### config.mk
export PLATFORM = sky130hd
export DESIGN_NAME = lwe_wb_mailbox
export DESIGN_NICKNAME = d
export VERILOG_FILES = /design/src/rtl/lwe_wb_mailbox.sv
export SDC_FILE = /design/constraint.sdc
export NUM_CORES = 2
export LEC_CHECK = 0
export CAP_MARGIN = 5
export CORE_MARGIN = 4
export CORE_UTILIZATION = 40
export CTS_CLUSTER_DIAMETER = 150
export DETAILED_ROUTE_END_ITERATION = 12
export SYNTH_ARGS = -nofsm -noshare
export SYNTH_HDL_FRONTEND = slang
export SYNTH_SLANG_ARGS = --single-unit
### constraint.sdc
create_clock -name clk -period 18.05 [get_ports clk]
set_input_delay 1.805 -clock clk [delete_from_list [all_inputs] [get_ports clk]]
set_output_delay 1.805 -clock clk [all_outputs]
set_load 0.1 [all_outputs]
### src/rtl/lwe_wb_mailbox.sv
// ---------------------------------------------------------------------------
// lwe_wb_mailbox
//
// Wishbone-slave mailbox between the management bus and the LWE core.
//  - 32-bit writes to INPUT_ADDR are packed, low word first, into DATA_WIDTH
//    operand beats. Each complete beat is queued in a FIFO_DEPTH-entry FIFO.
//  - Writes to OPCODE_ADDR either flush the mailbox (dat[31]=1) or issue an
//    opcode to the core. An opcode is issued only while the core is idle.
//    Reads of OPCODE_ADDR return a status word.
//  - Results from the core are captured into a single DATA_WIDTH buffer.
//    Reads of OUTPUT_ADDR return the buffer 32 bits at a time, low word first.
//
// Ports
//  clk, rst_n                 clock, asynchronous active-low reset
//  wbs_stb_i/cyc_i/we_i       Wishbone request qualifiers
//  wbs_sel_i                  byte selects (ignored, full-word access only)
//  wbs_adr_i/dat_i            byte address and write data
//  wbs_ack_o/dat_o            single-cycle acknowledge; read data is 0 when
//                             no acknowledge is given
//  op_o, start_o              held opcode and its one-cycle start pulse
//  done_i                     core completion pulse
//  in_data_o/valid_o/ready_i  operand beat stream to the core (FIFO head)
//  out_data_i/valid_i/ready_o result beat stream from the core
// ---------------------------------------------------------------------------
module lwe_wb_mailbox #(
    parameter int unsigned DATA_WIDTH  = 128,
    parameter int unsigned FIFO_DEPTH  = 8,
    parameter int unsigned OP_WIDTH    = 4,
    parameter logic [31:0] OPCODE_ADDR = 32'h3000_0000,
    parameter logic [31:0] INPUT_ADDR  = 32'h2000_0000,
    parameter logic [31:0] OUTPUT_ADDR = 32'h1000_0000
) (
    input  logic                  clk,
    input  logic                  rst_n,
    input  logic                  wbs_stb_i,
    input  logic                  wbs_cyc_i,
    input  logic                  wbs_we_i,
    input  logic [3:0]            wbs_sel_i,
    input  logic [31:0]           wbs_adr_i,
    input  logic [31:0]           wbs_dat_i,
    output logic                  wbs_ack_o,
    output logic [31:0]           wbs_dat_o,
    output logic [OP_WIDTH-1:0]   op_o,
    output logic                  start_o,
    input  logic                  done_i,
    output logic [DATA_WIDTH-1:0] in_data_o,
    output logic                  in_valid_o,
    input  logic                  in_ready_i,
    input  logic [DATA_WIDTH-1:0] out_data_i,
    input  logic                  out_valid_i,
    output logic                  out_ready_o
);

    localparam int unsigned WORDS  = DATA_WIDTH / 32;
    localparam int unsigned CNT_W  = (WORDS > 1) ? $clog2(WORDS) : 1;
    localparam int unsigned PTR_W  = $clog2(FIFO_DEPTH);
    localparam int unsigned FCNT_W = PTR_W + 1;

    localparam logic [CNT_W-1:0]  LAST_WORD = CNT_W'(WORDS - 1);
    localparam logic [CNT_W-1:0]  CNT_ONE   = CNT_W'(1'b1);
    localparam logic [PTR_W-1:0]  PTR_ONE   = PTR_W'(1'b1);
    localparam logic [FCNT_W-1:0] FCNT_ONE  = FCNT_W'(1'b1);
    localparam logic [FCNT_W-1:0] FULL_CNT  = FCNT_W'(FIFO_DEPTH);

    // Pack counter as it appears in the 4-bit status field (zero-extended).
    function automatic logic [3:0] pack_nibble(input logic [CNT_W-1:0] cnt);
        return 4'(cnt);
    endfunction

    // ---------------- registers ----------------
    logic                  ack_q,       ack_d;
    logic [31:0]           rdat_q,      rdat_d;
    logic [OP_WIDTH-1:0]   op_q,        op_d;
    logic                  start_q,     start_d;
    logic                  busy_q,      busy_d;
    logic                  err_q,       err_d;
    logic [CNT_W-1:0]      pack_cnt_q,  pack_cnt_d;
    logic [DATA_WIDTH-1:0] beat_q,      beat_d;
    logic [PTR_W-1:0]      wr_ptr_q,    wr_ptr_d;
    logic [PTR_W-1:0]      rd_ptr_q,    rd_ptr_d;
    logic [FCNT_W-1:0]     fifo_cnt_q,  fifo_cnt_d;
    logic                  in_valid_q,  in_valid_d;
    logic [DATA_WIDTH-1:0] in_data_q,   in_data_d;
    logic [DATA_WIDTH-1:0] res_q,       res_d;
    logic                  res_valid_q, res_valid_d;
    logic [CNT_W-1:0]      unpack_q,    unpack_d;
    logic                  out_ready_q, out_ready_d;
    logic [DATA_WIDTH-1:0] mem_q [FIFO_DEPTH];

    // ---------------- decode ----------------
    logic        bus_req_s, hit_op_s, hit_in_s, hit_out_s;
    logic        last_word_s, fifo_full_s, fifo_empty_s;
    logic        pop_s, in_wr_s, stall_s, accept_s, push_s;
    logic        op_wr_s, flush_s, res_rd_s, res_load_s;
    logic [31:0] status_s, res_word_s;
    logic        sel_unused_s;

    assign sel_unused_s = ^wbs_sel_i;

    // Bus request decode, FIFO flags and the wait-state decision.
    always_comb begin
        bus_req_s    = wbs_stb_i & wbs_cyc_i & ~ack_q;
        hit_op_s     = (wbs_adr_i == OPCODE_ADDR);
        hit_in_s     = (wbs_adr_i == INPUT_ADDR);
        hit_out_s    = (wbs_adr_i == OUTPUT_ADDR);
        last_word_s  = (pack_cnt_q == LAST_WORD);
        fifo_full_s  = (fifo_cnt_q == FULL_CNT);
        fifo_empty_s = (fifo_cnt_q == {FCNT_W{1'b0}});
        pop_s        = in_valid_q & in_ready_i;
        in_wr_s      = bus_req_s & wbs_we_i & hit_in_s;
        // The word completing a beat waits while the FIFO is full, unless
        // the core frees a slot in this very cycle.
        stall_s      = in_wr_s & last_word_s & fifo_full_s & ~pop_s;
        accept_s     = bus_req_s & ~stall_s;
        push_s       = accept_s & wbs_we_i & hit_in_s & last_word_s;
        op_wr_s      = accept_s & wbs_we_i & hit_op_s;
        flush_s      = op_wr_s & wbs_dat_i[31];
        res_rd_s     = accept_s & ~wbs_we_i & hit_out_s & res_valid_q;
        res_load_s   = out_valid_i & out_ready_q;
        res_word_s   = res_q[{unpack_q, 5'b00000} +: 32];
        status_s     = {23'd0, pack_nibble(pack_cnt_q), err_q, res_valid_q,
                        fifo_full_s, fifo_empty_s, busy_q};
    end

    // Acknowledge, read data mux and the opcode/busy/err handshake.
    always_comb begin
        ack_d   = accept_s;
        rdat_d  = 32'd0;
        op_d    = op_q;
        start_d = 1'b0;
        busy_d  = busy_q;
        err_d   = err_q;

        if (accept_s && !wbs_we_i) begin
            if (hit_op_s) begin
                rdat_d = status_s;
            end else if (hit_out_s && res_valid_q) begin
                rdat_d = res_word_s;
            end else begin
                rdat_d = 32'd0;
            end
        end else begin
            rdat_d = 32'd0;
        end

        if (done_i) begin
            busy_d = 1'b0;
        end else begin
            busy_d = busy_q;
        end

        // An opcode accept uses the registered busy, so a done_i in the
        // same cycle does not let the new opcode through.
        if (flush_s) begin
            err_d = 1'b0;
        end else if (op_wr_s && !busy_q) begin
            op_d    = wbs_dat_i[OP_WIDTH-1:0];
            start_d = 1'b1;
            busy_d  = 1'b1;
        end else if (op_wr_s) begin
            err_d = 1'b1;
        end else begin
            err_d = err_q;
        end
    end

    // Operand packing and the beat FIFO pointers/occupancy.
    always_comb begin
        pack_cnt_d = pack_cnt_q;
        beat_d     = beat_q;
        wr_ptr_d   = wr_ptr_q;
        rd_ptr_d   = rd_ptr_q;
        fifo_cnt_d = fifo_cnt_q;
        in_valid_d = 1'b0;
        in_data_d  = {DATA_WIDTH{1'b0}};

        if (flush_s) begin
            pack_cnt_d = {CNT_W{1'b0}};
            beat_d     = {DATA_WIDTH{1'b0}};
        end else if (accept_s && wbs_we_i && hit_in_s) begin
            beat_d[{pack_cnt_q, 5'b00000} +: 32] = wbs_dat_i;
            if (last_word_s) begin
                pack_cnt_d = {CNT_W{1'b0}};
            end else begin
                pack_cnt_d = pack_cnt_q + CNT_ONE;
            end
        end else begin
            pack_cnt_d = pack_cnt_q;
        end

        if (flush_s) begin
            wr_ptr_d   = {PTR_W{1'b0}};
            rd_ptr_d   = {PTR_W{1'b0}};
            fifo_cnt_d = {FCNT_W{1'b0}};
        end else begin
            if (push_s) begin
                wr_ptr_d = wr_ptr_q + PTR_ONE;
            end else begin
                wr_ptr_d = wr_ptr_q;
            end
            if (pop_s) begin
                rd_ptr_d = rd_ptr_q + PTR_ONE;
            end else begin
                rd_ptr_d = rd_ptr_q;
            end
            case ({push_s, pop_s})
                2'b10:   fifo_cnt_d = fifo_cnt_q + FCNT_ONE;
                2'b01:   fifo_cnt_d = fifo_cnt_q - FCNT_ONE;
                default: fifo_cnt_d = fifo_cnt_q;
            endcase
        end

        // The head register only presents beats already stored before this
        // edge, so a freshly pushed beat appears one cycle after the push.
        if (flush_s) begin
            in_valid_d = 1'b0;
        end else if (pop_s) begin
            in_valid_d = (fifo_cnt_q != FCNT_ONE);
        end else begin
            in_valid_d = !fifo_empty_s;
        end

        if (in_valid_d) begin
            in_data_d = mem_q[rd_ptr_d];
        end else begin
            in_data_d = {DATA_WIDTH{1'b0}};
        end
    end

    // Result buffer capture and word-by-word unpacking.
    always_comb begin
        res_d       = res_q;
        res_valid_d = res_valid_q;
        unpack_d    = unpack_q;

        if (flush_s) begin
            res_d       = {DATA_WIDTH{1'b0}};
            res_valid_d = 1'b0;
            unpack_d    = {CNT_W{1'b0}};
        end else if (res_rd_s) begin
            if (unpack_q == LAST_WORD) begin
                unpack_d    = {CNT_W{1'b0}};
                res_valid_d = 1'b0;
            end else begin
                unpack_d    = unpack_q + CNT_ONE;
            end
        end else if (res_load_s) begin
            res_d       = out_data_i;
            res_valid_d = 1'b1;
            unpack_d    = {CNT_W{1'b0}};
        end else begin
            res_valid_d = res_valid_q;
        end

        out_ready_d = ~res_valid_d;
    end

    // State register bank with asynchronous reset.
    always_ff @(posedge clk or negedge rst_n) begin
        if (!rst_n) begin
            ack_q       <= 1'b0;
            rdat_q      <= 32'd0;
            op_q        <= {OP_WIDTH{1'b0}};
            start_q     <= 1'b0;
            busy_q      <= 1'b0;
            err_q       <= 1'b0;
            pack_cnt_q  <= {CNT_W{1'b0}};
            beat_q      <= {DATA_WIDTH{1'b0}};
            wr_ptr_q    <= {PTR_W{1'b0}};
            rd_ptr_q    <= {PTR_W{1'b0}};
            fifo_cnt_q  <= {FCNT_W{1'b0}};
            in_valid_q  <= 1'b0;
            in_data_q   <= {DATA_WIDTH{1'b0}};
            res_q       <= {DATA_WIDTH{1'b0}};
            res_valid_q <= 1'b0;
            unpack_q    <= {CNT_W{1'b0}};
            out_ready_q <= 1'b0;
        end else begin
            ack_q       <= ack_d;
            rdat_q      <= rdat_d;
            op_q        <= op_d;
            start_q     <= start_d;
            busy_q      <= busy_d;
            err_q       <= err_d;
            pack_cnt_q  <= pack_cnt_d;
            beat_q      <= beat_d;
            wr_ptr_q    <= wr_ptr_d;
            rd_ptr_q    <= rd_ptr_d;
            fifo_cnt_q  <= fifo_cnt_d;
            in_valid_q  <= in_valid_d;
            in_data_q   <= in_data_d;
            res_q       <= res_d;
            res_valid_q <= res_valid_d;
            unpack_q    <= unpack_d;
            out_ready_q <= out_ready_d;
        end
    end

    // FIFO storage; contents need no reset because the pointers gate them.
    always_ff @(posedge clk) begin
        if (push_s) begin
            mem_q[wr_ptr_q] <= beat_d;
        end
    end

    assign wbs_ack_o   = ack_q;
    assign wbs_dat_o   = rdat_q;
    assign op_o        = op_q;
    assign start_o     = start_q;
    assign in_data_o   = in_data_q;
    assign in_valid_o  = in_valid_q;
    assign out_ready_o = out_ready_q;

endmodule
# Yosys cells after proc, flatten, opt, wreduce, memory -nomap -nowiden
# Memory sizes are Yosys's and may differ from the RTL's.
# Cells that the tools add are included.
[classes] n_addsub=7 eq_ne=11 n_shift=3 mux=39 n_bitwise=24 n_reduce_logical=18
[op_table] operator="2-to-1 mux 128 bit" n=6
[op_table] operator="bitwise mux 128 bit" n=1
[op_table] operator="variable shift 32 x 9 -> 128 bit, first input constant" n=1
[op_table] operator="variable part select 128 x 8 -> 32 bit" n=1
[op_table] operator="variable part select 32 x 9 -> 128 bit" n=1
[op_table] operator="2-to-1 mux 32 bit" n=3
[op_table] operator="equality test 32 x 30 -> 1 bit, second input constant" n=2
[op_table] operator="equality test 32 x 29 -> 1 bit, second input constant" n=1
[op_table] operator="bitwise AND 1 bit" n=18
[op_table] operator="2-to-1 mux 1 bit" n=16
[op_table] operator="2-to-1 mux 2 bit" n=7
[op_table] operator="2-to-1 mux 3 bit" n=4
[op_table] operator="negation 7 -> 9 bit" n=1
[op_table] operator="one-hot mux 4 bit (2 select lines)" n=1
[op_table] operator="nonzero test 2 bit" n=4
[op_table] operator="adder 3 x 1 -> 3 bit, second input constant" n=2
[op_table] operator="equality test 2 bit, second input constant" n=3
[op_table] operator="inverter 1 bit" n=6
[op_table] operator="AND reduction 2 bit" n=3
[op_table] operator="nonzero test 3 bit" n=2
[op_table] operator="logical AND 1 bit" n=5
[op_table] operator="adder 2 x 1 -> 2 bit, second input constant" n=2
[op_table] operator="adder 4 x 1 -> 4 bit, second input constant" n=1
[op_table] operator="equality test 4 bit, second input constant" n=1
[op_table] operator="other kinds (7)" n=10
[totals] reg_bits=441 ramBits=1024 input_bits=204 out_inout_bits=168 elab_cells=120 mem_count=1
[memory_table] name="mem_q" words=8 word_bits=128 rd=1 rd_clocked_by_memory_dff=0 wr=1 line_no="88" rtl="logic [DATA_WIDTH-1:0] mem_q [FIFO_DEPTH];"

# Logic depth before layout (Yosys ltp)
[depth] word_depth=15 ltp_mapped=10 ltp_nobuf=7

# Worst setup path before layout
# No wires, ideal clock.
[synth_timing] kind="in2reg" from="input wbs_adr_i[7]" to="memory mem_q[0][0] (enable)" setup_ns=0.928 arrival_ns=14.937 t_required_ns=17.122 path_slack_ns=2.185 path_stages=5 path_buffers=0 cell_sequence="nor4_2 > nand4_1 > nor3_1 > nand2_1 > nor4_1"
[synth_via] elab_chain_len=12
[synth_rtl] item="start: declaration" line_no="39" rtl="input logic [31:0] wbs_adr_i,"
[synth_rtl] item="equality test 32 x 30 -> 1 bit (*)" line_no="104" rtl="hit_in_s = (wbs_adr_i == INPUT_ADDR);"
[synth_rtl] item="bitwise AND 1 bit" line_no="110" rtl="in_wr_s = bus_req_s & wbs_we_i & hit_in_s;"
[synth_rtl] item="bitwise AND 1 bit (3 in a row)" line_no="113" rtl="stall_s = in_wr_s & last_word_s & fifo_full_s & ~pop_s;"
[synth_rtl] item="inverter 1 bit" line_no="114" rtl="accept_s = bus_req_s & ~stall_s;"
[synth_rtl] item="bitwise AND 1 bit" line_no="114"
[synth_rtl] item="bitwise AND 1 bit" line_no="115" rtl="push_s = accept_s & wbs_we_i & hit_in_s & last_word_s;"
[synth_rtl] item="bitwise AND 1 bit (*) (2 in a row)" line_no="115"
[synth_rtl] item="2-to-1 mux 1 bit (*)" line_no="301" rtl="if (push_s) begin"
[synth_rtl] item="2-to-1 mux 1 bit (not written as such) (*)" line_no="302" rtl="mem_q[wr_ptr_q] <= beat_d;"
[synth_rtl] item="end: declaration" line_no="88"
# Mark *: on every way between the ends. The rest lies on a longest branch, timed or not.

# Final worst setup path
[layout_timing] from="input wbs_adr_i[16]" to="register in_data_q[117] (netlist: in_data_o[117])"
[layout_via] elab_chain_len=13
[layout_rtl] item="equality test 32 x 30 -> 1 bit" line_no="104"
[layout_rtl] item="bitwise AND 1 bit" line_no="110"
[layout_rtl] item="bitwise AND 1 bit (3 in a row)" line_no="113"
[layout_rtl] item="inverter 1 bit" line_no="114"
[layout_rtl] item="bitwise AND 1 bit" line_no="114"
[layout_rtl] item="bitwise AND 1 bit" line_no="116" rtl="op_wr_s = accept_s & wbs_we_i & hit_op_s;"
[layout_rtl] item="bitwise AND 1 bit (*)" line_no="116"
[layout_rtl] item="bitwise AND 1 bit (*)" line_no="117" rtl="flush_s = op_wr_s & wbs_dat_i[31];"
[layout_rtl] item="2-to-1 mux 3 bit" line_no="191" rtl="if (flush_s) begin"
[layout_rtl] item="memory read (8 x 128 bit)"
[layout_rtl] item="2-to-1 mux 128 bit (*)" line_no="223" rtl="if (in_valid_d) begin"
[layout_rtl] item="net in_data_d[117]" line_no="83" rtl="logic [DATA_WIDTH-1:0] in_data_q, in_data_d;"
[layout_rtl] item="end signal: assignment" line_no="273" rtl="in_data_q <= {DATA_WIDTH{1'b0}};"
[layout_rtl] item="end signal: assignment" line_no="291" rtl="in_data_q <= in_data_d;"
[layout_rtl] item="end: declaration" line_no="83"
# The timed path passes the listed nets; every way through them passes the cells marked *.
# A chain may end at the register's enable or synchronous reset.

==> results.yml <==
drt:
  postRouteAntennaNets: 0
  vias_cell: 5.78
  routedLengthMet1_mm: 67.2
  dr_wl_met3_mm: 15.1
  totalWireLength_mm: 163
  routed_wire_length_per_instance_um: 27.3
  drc: 0
  first_iter_violations: 2832
  drt_pre_antenna_iters: 6
  dr_total_vias: 34493
  highest_layer: "met5"
  routed-wl-met2_mm: 76.4
yosys:
  syn_avg_cell_area_um2: 15.9
  post_synth_main_area_contributors: "sky130_fd_sc_hd__edfxtp_1, sky130_fd_sc_hd__dfrtp_1, sky130_fd_sc_hd__mux4_2"
  async_reset_ff_share_pct: 30.1
  post_synth_num_cell_types: 58
  synthesis.instances: 3655
  synth_top_flop_cell: "sky130_fd_sc_hd__edfxtp_1"
  synth_seq_cells: 1465
  synthesis.yosys.warnings: 0
  yosysTopAreaCellShare_pct: 53.0
  synth.largest_area_cell: "sky130_fd_sc_hd__edfxtp_1"
  number_of_synthesized_flops_with_an_enable_pin: 1024
  syn-cell-area_um2: 58000
  synth_fp_nets: 3871
  synth.yosys.seq_area_share_pct: 72.0
timing:
  setup_total_negative_slack_ps: 0
  post-route-min-period_ps: 5430
  finalSetupViolCount: 0
  hold_violations: 0
  maxSlewHeadroom_pct: 20.4
  timing.fmax_mhz: 184
  final_cycle_share_pct: 30.1
  skew_ps: 48.8
  report.final.slew_viol_count: 0
  worst_slew_pin_slew_ps: 1190
  hold_slack_final_ps: 494
  grt_setup_unrepaired: "false"
clock_network:
  htreeDepth: 4
  clk_path_buf_depth: 3
  holdBufCountCts: 0
  clk_root_buffer_cell: "sky130_fd_sc_hd__clkbuf_16"
  cts_buffers: 155
  numClockSinks: 1465
  cts_tree: "done"
  total_of_cells_resized_after_clock_tree_synthesis: 0
  cts.repair_timing.setup_buffer_count: 0
  clk_pin_slew_ps: 60
  clock_latency_ps: 790
power:
  ir_drop_mv: 0.196
  power_per_cell_area_nw_per_um2: 148
  fin_total_pwr_mw: 10.2
  p_leak_nw: 22.4
setup_path:
  reg2reg_setup_slack_ps: 13600
  cpPeakStageDelay_ps: 800
  startpoint_class_of_the_critical_path: "input pin"
  worst_path_max_delay_cell: "sky130_fd_sc_hd__buf_4"
  crit_path_end_kind: "register"
  worstSetupStartpoint: "wbs_adr_i[16]"
  crit_type: "in -> reg"
  required_ps: 18660
  worstReg2RegStart: "pack_cnt_q[0]$_DFFE_PN0P_"
  crit-reg2reg-capture: "mem_q[3][32]$_DFFE_PP_"
  cp.buffers_inverters: 3
  cp_data_arrival_time_ps: 6040
  crit_chain: "clkdlybuf4s50_1, nor4_4, and4_4, and3_4, buf_12, buf_4, nor3_1, a211oi_1"
  critical_path.max_fanout: 151
  worst_r2r_path_depth: 8
  critPathTopFamily: "buffers and inverters"
finish:
  layout.cells.most_common_list: "sky130_fd_sc_hd__edfxtp_1, sky130_fd_sc_hd__nand2_1, sky130_fd_sc_hd__dfrtp_1"
  finalNetCount: 4149
  layout.cells.non_filler: 5968
  layout.cells.most_common: "sky130_fd_sc_hd__edfxtp_1"
  filler_cell_count: 12204
  area_growth_syn_to_layout_pct: 18.2
  post_route_cells_drive_above_1_share_pct: 14.9
die:
  die_footprint_um2: 151000
  chipWidth_um: 389
  io_pins: 372
  placementRows: 139
  core_um2: 144000
  die_h_um: 389
  floorplan.initialDensity_pct: 40.4
global_route:
  grt_pass1_vias: 34781
  grt_util_all_layers_pct: 21.3
  grt_first_pass_wirelength_mm: 239
  grt_start_max_net_pins: 152
  grt_antenna_before_repair: 18
  grt_overflow: 0
placement:
  buffer_ports.inserted: 367
  place_inst: 5679
  post_detail_place_hpwl_mm: 82.6
  gp_routability_congestion: 0.750
worst_hold_path:
  worst_hold_path.num_cells: 1
  hold_path_end: "op_o[2]$_DFFE_PN0P_"
  worstHoldPathType: "reg -> reg"
  min_from: "op_o[2]$_DFFE_PN0P_"
status:
  run_status: "finished, final reports clean"
run:
  timing.max_cap.violations: 0
metal layers:
metal	up-vias	global-route usage, %
li1	14784	-
met1	17946	29.2
met2	1490	33.8
met3	257	5.71
met4	16	5.78
met5	-	0
final cells by class:
class	count	area, µm²	share of cell area (%)
Sequential cell	1465	41800	60.9
Multi-Input combinational cell	1873	15100	22.0
Clock buffer	233	4370	6.37
Timing Repair Buffer	425	4260	6.21
Tap cell	1903	2380	3.47
Clock inverter	52	671	0.978
Inverter	13	48.8	0.0711
Antenna cell	4	10.0	0.0146
synthesized netlist by cell type (all sizes together), types with 12 or more instances:
cell and n:
dfrtp 441, or4 127, o31ai 127, a221oi 127, nand2 524, ha 12, mux2 131, nor2 23
a21oi 130, nor2b 27, mux4 160, inv 13, mux2i 136, a211oi 128, nor3 138, buf 91
clkbuf 213, nand4 12, edfxtp 1024
worst max-delay path by stage:
stage,end,slack [ps],depth (start not counted)
detailed placement,in_data_o[117]$_DFF_PN0_,11500,8
global route,in_data_o[117]$_DFF_PN0_,12400,8
global placement,in_data_o[117]$_DFF_PN0_,11570,8
floorplan,mem_q[0][0]$_DFFE_PP_,2180,5
CTS,in_data_o[117]$_DFF_PN0_,12400,8
finish,in_data_o[117]$_DFF_PN0_,12620,8
worst reg2reg max path: cells and delay by family, from the launching register on:
kind,cells,cell delay (ps)
AO/OA/AOI/OAI,2,790
flip-flops,1,650
AND/OR/NAND/NOR,3,990
buffers and inverters,2,1500
adder cells (fa/ha/maj),1,250
cell families (layout without fill, tap and decap cells):
family | after synthesis | in the layout | synth area share [%]
compound gates | 538 | 538 | 6.66
xor+xnor | 7 | 7 | 0.119
fa+ha+maj | 12 | 12 | 0.259
buf+inv | 317 | 723 | 2.40
flops | 1465 | 1465 | 72.0
mux | 427 | 427 | 11.1
other cells | 0 | 4 | 0
simple gates | 889 | 889 | 7.46
flip-flops by register name, indices dropped and copies added, names as in the netlist, 2 cells and up:
signal	cells
beat_q	128
in_data_o	128
res_q	128
rd_ptr_q	3
op_o	4
pack_cnt_q	2
wr_ptr_q	3
wbs_dat_o	32
fifo_cnt_q	4
unpack_q	2
mem_q	1024
metrics by stage:
step                      worst slack [ps]  cell area, µm²  util (%)
after detailed placement             11500           63500      44.2
after floorplan                       2180           58000         -
after global placement               11570           63500      44.2
after CTS                            12400           68600      47.7
after global routing                 12400           68600      47.7
final                                12620           68600      47.7
report_power, final:
group | internal, mW | leakage [nW] | switching, mW
combinational | 0.892 | 6.34 | 2.25
sequential | 3.78 | 13.6 | 0.114
clock | 1.77 | 2.43 | 1.36
total | 6.45 | 22.4 | 3.72
No activity file was read; power rests on OpenSTA's default activity.
